--- config.mk ---
export PLATFORM = sky130hd
export DESIGN_NAME = wb_arbiter
export DESIGN_NICKNAME = d
export VERILOG_FILES = /design/src/rtl/wb_arbiter.sv
export SDC_FILE = /design/constraint.sdc
export NUM_CORES = 1
export LEC_CHECK = 0
export CAP_MARGIN = 20
export CORE_MARGIN = 1
export CORE_UTILIZATION = 59
export CTS_CLUSTER_DIAMETER = 80
export DETAILED_ROUTE_END_ITERATION = 10
export PLACE_DENSITY = 0.88
export SLEW_MARGIN = 10
export SYNTH_ARGS = -nofsm -noshare
export SYNTH_HDL_FRONTEND = slang
export SYNTH_SLANG_ARGS = --single-unit
--- constraint.sdc ---
create_clock -name clk -period 5 [get_ports clk]
set_input_delay 1 -clock clk [delete_from_list [all_inputs] [get_ports clk]]
set_output_delay 1 -clock clk [all_outputs]
set_load 0.01 [all_outputs]
--- src/rtl/wb_arbiter.sv ---
// rtl/wb_arbiter.sv - register-file writeback arbiter: pipeline priority, long-unit result queue, pending scoreboard
// Pipeline writes always win the single write port; long-unit results wait in a FIFO and drain on idle cycles.

module wb_arbiter #(
    parameter int FIFO_DEPTH = 4
) (
    input  logic        clk,
    input  logic        rst,
    input  logic        pipe_we,
    input  logic [4:0]  pipe_waddr,
    input  logic [31:0] pipe_wdata,
    input  logic        lu_valid,
    input  logic [4:0]  lu_waddr,
    input  logic [31:0] lu_wdata,
    output logic        lu_ready,
    input  logic        iss_valid,
    input  logic [4:0]  iss_waddr,
    input  logic [4:0]  raddr1,
    input  logic [4:0]  raddr2,
    output logic        busy1,
    output logic        busy2,
    output logic        we,
    output logic [4:0]  waddr,
    output logic [31:0] wdata,
    output logic [4:0]  fifo_count
);

    localparam int AW = $clog2(FIFO_DEPTH);
    localparam logic [4:0] DEPTH_C = 5'(FIFO_DEPTH);

    logic [36:0]   mem_q [FIFO_DEPTH];
    logic [AW-1:0] wr_ptr_q, wr_ptr_d;
    logic [AW-1:0] rd_ptr_q, rd_ptr_d;
    logic [4:0]    count_q, count_d;
    logic          we_q, we_d;
    logic [4:0]    waddr_q, waddr_d;
    logic [31:0]   wdata_q, wdata_d;
    logic [31:0]   pending_q, pending_d;

    logic          pipe_ok;
    logic          push;
    logic          pop;
    logic [36:0]   head;

    // Ready reflects occupancy only, so a full queue never accepts even while popping.
    assign lu_ready   = (count_q < DEPTH_C);
    assign fifo_count = count_q;
    assign we         = we_q;
    assign waddr      = waddr_q;
    assign wdata      = wdata_q;
    assign busy1      = pending_q[raddr1];
    assign busy2      = pending_q[raddr2];

    always_comb begin
        pipe_ok   = pipe_we && (pipe_waddr != 5'd0);
        push      = lu_valid && lu_ready && (lu_waddr != 5'd0);
        pop       = !pipe_ok && (count_q != 5'd0);
        head      = mem_q[rd_ptr_q];

        we_d      = 1'b0;
        waddr_d   = waddr_q;
        wdata_d   = wdata_q;
        if (pipe_ok) begin
            we_d    = 1'b1;
            waddr_d = pipe_waddr;
            wdata_d = pipe_wdata;
        end else if (pop) begin
            we_d    = 1'b1;
            waddr_d = head[36:32];
            wdata_d = head[31:0];
        end

        wr_ptr_d  = push ? wr_ptr_q + AW'(1) : wr_ptr_q;
        rd_ptr_d  = pop  ? rd_ptr_q + AW'(1) : rd_ptr_q;
        count_d   = count_q;
        if (push && !pop) begin
            count_d = count_q + 5'd1;
        end else if (!push && pop) begin
            count_d = count_q - 5'd1;
        end

        // Clear first so a same-edge reservation of the same register survives.
        pending_d = pending_q;
        if (we_d) begin
            pending_d[waddr_d] = 1'b0;
        end
        if (iss_valid && (iss_waddr != 5'd0)) begin
            pending_d[iss_waddr] = 1'b1;
        end
        pending_d[0] = 1'b0;
    end

    always_ff @(posedge clk) begin
        if (push) begin
            mem_q[wr_ptr_q] <= {lu_waddr, lu_wdata};
        end
    end

    always_ff @(posedge clk or posedge rst) begin
        if (rst) begin
            wr_ptr_q  <= '0;
            rd_ptr_q  <= '0;
            count_q   <= '0;
            we_q      <= 1'b0;
            waddr_q   <= '0;
            wdata_q   <= '0;
            pending_q <= '0;
        end else begin
            wr_ptr_q  <= wr_ptr_d;
            rd_ptr_q  <= rd_ptr_d;
            count_q   <= count_d;
            we_q      <= we_d;
            waddr_q   <= waddr_d;
            wdata_q   <= wdata_d;
            pending_q <= pending_d;
        end
    end

endmodule

==> summary.txt, run 1 <==
Status - finished, final reports clean
Leakage Power - 4.53 nW
Area grow syn2layout - 24.0%
Postcts setup bufs - 0
Pre-antenna DRT Iters - 5
CTS Buf Count - 23
PD cells - 520 mW/mm²
Final GP Congestion - 0.914
# port buffers - 139
Vias after detailed routing - 5862
Syn nets - 716
TNS Setup - 0 ps
Sequential group share of total power - 0.439
Fraction of layout cells with a size suffix above 1 - 0.159
Internal - 4.32 mW
Post-Synthesis Cells - 613
Highest routed layer - met4
Synth Cell Area - 0.00963 mm²
Post-synth cell types - 50
Clock sinks - 226
Global Route Usage Sum - 0.274
Ys flop type - edfxtp_1
Maximum clock path buffer count - 3
Core Area - 0.0159 mm²
Worst clock skew - 11.1 ps
H-tree Lvls - 1
Routed WL per cell - 22.2 µm
Worst-Margin Slew - 1040 ps
Worst-path fanout max - 9
Worst hold path type - reg2reg
Fin util - 0.751
Yosys top cell area share - 0.462
Leading area contributor after synthesis - edfxtp_1
DRC Markers - 0
Synth Area in Compound Gates - 0.0625
Worst EP arrival - 3580 ps
Relative slew slack - 0.305
Sequential fraction of the synthesis area - 0.664
CTS tree - yes
Max-Cap Viols - 0
Rows - 46
Clock power share - 0.261
Comb power frac - 0.300
Max Freq - 218 MHz
Hold Fails Final Rpt - 0
Number of synthesized flops with an enable pin - 148
Switch Pwr - 1.88 mW
First-pass GRT wire length - 33900 µm
Vias/cell - 5.95
Synth Area in XOR/XNOR - 0.00728
Die Y - 130 µm
Pin count of the biggest net entering global routing - 59
Sw Ratio - 0.303
Setup repair after global routing missed its margin - no
Largest family of logic cells by synthesized area - multiplexers
WL met1 - 8460 µm
Die W - 130 µm
Hpwl dp - 14300 µm
Diodes inserted - 0
Grt total ovfl - 0
Synth top area cells - edfxtp_1 46%, dfrtp_1 20%, mux4_2 13%
Worst-path clk slew - 60 ps
Routed met3 length - 1580 µm
IO Count - 140
WP data required - 4000 ps
Post-Synth Adder-Cell Area - 0.0125
Startpoint types - input port
Number of antenna-violating nets in the routed design - 0
Clk Latency, worst-skew pair - 510 ps
Hold bufs inserted after CTS - 0
Crit end category - output pin
Min cycle time layout - 4580 ps
Count of final max-slew check failures - 0
Initial antenna violation count - 0
VDD IR max - 503 µV
Met2 routed WL - 11400 µm
Ys async rst share - 0.345
Vias in the first global route - 6294
Critical path type - in2out
FF+latch count, synth - 226
Commonest cells in the synthesized netlist - 148 x edfxtp_1, 99 x nand2_1, 78 x dfrtp_1
Ys Warns - 0
Count leader, synth - edfxtp_1
Mux cell area share after synthesis - 0.168
Mean post-synth cell area - 15.7 µm²
CTS Root Cell - clkbuf_16
Nets - 855
Drt initial violations - 513
Layout fillers - 934
# resized after CTS - 0
Die footprint - 0.0168 mm²
Final Cycle Share - 0.917
Final setup viols - 0
Final WL - 21900 µm
Synth Area in Simple Gates - 0.0671
Initial cell density of the core - 0.606
Flop2flop setup slack - 1900 ps
==> area by class of cell <==
cell class                      count  area [µm²]  share of cell area
Tap cell                          216         270              0.0226
Inverter                           12        46.3             0.00388
Sequential cell                   226        6400               0.536
Multi-Input combinational cell    344        3080               0.258
Clock inverter                     10        76.3             0.00640
Timing Repair Buffer              145        1440               0.120
Clock buffer                       32         629              0.0527
==> cells in the final DEF (no fill, tap or decap), types with 3 or more instances in the layout <==
cell type and count:
a21oi_1 4, and2_2 4, and3_1 4, buf_4 6
clkbuf_1 7, clkbuf_16 23, clkdlybuf4s50_1 139, clkinv_1 4
clkinv_2 4, dfrtp_1 76, edfxtp_1 148, ha_1 8
inv_1 9, mux2_2 5, mux2i_1 32, mux4_2 55
nand2_1 98, nand3_1 9, nor2_1 5, nor3b_1 3
o21ai_0 57, o21ai_1 15, or3_4 3, xnor2_1 6
==> path summary, 6_finish.rpt <==
path,start,to,cells after the start
hold reg to reg,fifo_count[4],fifo_count[4],1
setup / recovery,raddr1[0],busy1,5
max in group asynchronous,rst,pending_q[5],3
hold / removal,fifo_count[4],fifo_count[4],1
setup reg to reg,fifo_count[0],fifo_count[4],11
min in group asynchronous,rst,pending_q[17],2
==> cell families (layout without fill, tap and decap cells) <==
group / count (synthesis) / count (layout)
multiplexers: 92 / 92
flip-flops: 226 / 226
AO/OA/AOI/OAI: 94 / 94
AND/OR/NAND/NOR: 141 / 141
adder cells (fa/ha/maj): 9 / 9
XOR/XNOR: 8 / 8
buffers and inverters: 43 / 199
==> routing by layer <==
layer / global-route usage / up-vias
met5: 0 / -
met4: 0.0958 / 0
met3: 0.0603 / 41
met2: 0.468 / 269
met1: 0.350 / 2942
li1: - / 2610
==> state kept, by name, summed over array words and instances (netlist names) <==
register / count
fifo_count: 5
wdata: 32
wr_ptr_q: 2
we: 1
mem_q: 148
waddr: 5
pending_q: 31
rd_ptr_q: 2
==> power groups by stage <==
stage | Combinational, mW | Sequential [mW] | Clock (mW)
after global routing | 2.01 | 2.77 | 1.72
after global placement | 1.76 | 2.73 | 0
after CTS | 1.87 | 2.72 | 1.64
final | 1.86 | 2.72 | 1.62
after detailed placement | 1.84 | 2.75 | 0
after floorplan | 1.25 | 2.60 | 0
==> critical path: stages <==
cell and delay [ps]:
clkdlybuf4s50_1 770, mux4_2 580, mux4_2 470, mux2_2 270, clkdlybuf4s50_1 480
==> per-stage QoR <==
step	cells	instance area (µm²)	worst slack, ps	total power, mW	hold slack, ps
floorplan	613	9630	1320	3.85	464
global placement	943	11200	459	4.49	506
detailed placement	943	11200	397	4.59	518
CTS	985	11900	393	6.23	531
global route	985	11900	292	6.50	566
finish	985	11900	416	6.20	535
Note: power is estimated with default switching activity, not from simulation.
==> run 2, diff against run 1 <==
Settings changed: CAP_MARGIN 20 to not set, CTS_CLUSTER_SIZE set to 30.
==> summary.txt, run 2 (synthesized netlist as in run 1, its figures left out) <==
Core Area - 0.0159 mm² (unchanged)
Worst-path clk slew - 100 ps (+40 ps)
Number of antenna-violating nets in the routed design - 0 (unchanged)
Leakage Power - 4.38 nW (-3.3%)
# resized after CTS - 0 (unchanged)
Worst hold path type - reg2reg
Hold slack - 541 ps (+5.65 ps)
Setup repair after global routing missed its margin - no
CTS Root Cell - clkbuf_16
Largest Register - mem_q
Hpwl dp - 14300 µm (unchanged)
Die Y - 130 µm (unchanged)
Die W - 130 µm (unchanged)
Area of placed instances - 0.0112 mm² (unchanged)
GR met2 Demand/Resource - 0.459 (-0.00912)
Die footprint - 0.0168 mm² (unchanged)
Fraction of layout cells with a size suffix above 1 - 0.146 (-0.0127)
Pre-antenna DRT Iters - 5 (unchanged)
Final non-filler cell total - 963 (-2.2%)
Overall power after layout - 5.68 mW (-8.4%)
Min cycle time layout - 4590 ps (+5.03 ps)
Fin util - 0.732 (-0.0195)
Rows - 46 (unchanged)
Status - finished, final reports clean
Placed cells - 943 (unchanged)
Critical path type - in2out
Worst-path fanout max - 9 (unchanged)
TNS Setup - 0 ps (unchanged)
Drt initial violations - 380 (-26%)
Pin count of the biggest net entering global routing - 59 (unchanged)
Grt total ovfl - 0 (unchanged)
DRC Markers - 0 (unchanged)
Routed WL per cell - 22.2 µm (about the same)
Relative slew slack - 0.321 (+0.0156)
Nets - 844 (-1.3%)
Final setup viols - 0 (unchanged)
Vias after detailed routing - 5779 (-1.4%)
Max reg flops - 148 (unchanged)
Vias/cell - 6.00 (+0.84%)
Initial antenna violation count - 0 (unchanged)
Setup slack after layout - 411 ps (-5.03 ps)
Hold Fails Final Rpt - 0 (unchanged)
Final WL - 21400 µm (-2.3%)
Max-Cap Viols - 0 (unchanged)
Final GP Congestion - 0.914 (unchanged)
Place WS - 397 ps (unchanged)
Count of final max-slew check failures - 0 (unchanged)
GRT met3 Usage - 0.0472 (-0.0131)
Busiest grt layer - met2
IO Count - 140 (unchanged)
PD cells - 489 mW/mm² (-5.9%)
Clock sinks - 226 (unchanged)
Maximum clock path buffer count - 3 (unchanged)
Initial cell density of the core - 0.606 (unchanged)
Most frequent cells in the layout - 148 x edfxtp_1, 139 x clkdlybuf4s50_1, 98 x nand2_1, 76 x dfrtp_1, 57 x o21ai_0
Area grow syn2layout - 20.7%
Worst EP arrival - 3590 ps (about the same)
Global Route Usage Sum - 0.264 (-0.00986)
Leading cell type in the layout, fill and taps excluded - edfxtp_1
Diodes inserted - 0 (unchanged)
Vias in the first global route - 6093 (-3.2%)
Postcts setup bufs - 0 (unchanged)
Cell area after layout - 0.0116 mm² (-2.6%)
Final Cycle Share - 0.918 (+0.00101)
Crit end category - output pin
Startpoint types - input port
Clk Latency, worst-skew pair - 470 ps (-40 ps)
Worst clock skew - 20.2 ps (+9.15 ps)
# port buffers - 139 (unchanged)
Hold bufs inserted after CTS - 0 (unchanged)
H-tree Lvls - 1 (unchanged)
Worst-Margin Slew - 1020 ps (-23.4 ps)
WP data required - 4000 ps (about the same)
Met1 Track Usage GR - 0.341 (-0.00917)
CTS Buf Count - 12 (-48%)
First-pass GRT wire length - 32900 µm (-2.8%)
Max Freq - 218 MHz (-0.11%)
CTS tree - yes
VDD IR max - 470 µV (-6.6%)
## run 2: cell types whose count changed in the layout (fill, tap and decap cells not counted), sizes merged
cell,previous run,this run
inv,12,14
clkbuf,32,16
clkinv,8,2
clkinvlp,1,0
bufinv,1,0
## run 2: routing by layer
metal / vias to the layer above / part of all wire / wire (µm)
met4: 0 / 0.026 / 566
met2: 247 / 0.52 / 11000
met3: 45 / 0.064 / 1360
li1: 2584 / - / -
met5: - / 0 / 0
met1: 2903 / 0.39 / 8400
## run 2: final cells by class
class	count	area (µm²)
flip-flops and latches	226	6400
repair buffers	145	1440
well taps	216	270
inverters	12	46.3
clock buffers	16	347
clock inverters	4	48.8
fillers	959	4260
multi-input cells	344	3080
## run 2: worst paths after layout
path / slack, ps / cells after the start / start / endpoint
worst max-delay path: 410 / 5 / raddr1[0] / busy1
worst min-delay path: 540 / 1 / fifo_count[4] / fifo_count[4]
worst max register to register: 1860 / 6 / rd_ptr_q[0] / pending_q[11]
worst min register to register: 540 / 1 / fifo_count[4] / fifo_count[4]
max in group asynchronous: 3050 / 3 / rst / pending_q[4]
min in group asynchronous: 1020 / 2 / rst / rd_ptr_q[0]
## run 2: report_power, final
part,total (mW),internal (mW),switching [mW]
clock network,1.11,0.515,0.598
logic,1.86,1.03,0.831
registers,2.71,2.36,0.353
total,5.68,3.90,1.78
## run 2: critical path: stages
cell	delay (ps)
clkdlybuf4s50_1	770
mux4_2	580
mux4_2	480
mux2_2	280
clkdlybuf4s50_1	480
==> run 3, diff against run 2 <==
Settings changed: CORE_MARGIN 1 to not set.
==> results of run 3 <==
The final DEF is identical to that of run 2; final timing and power are the same.
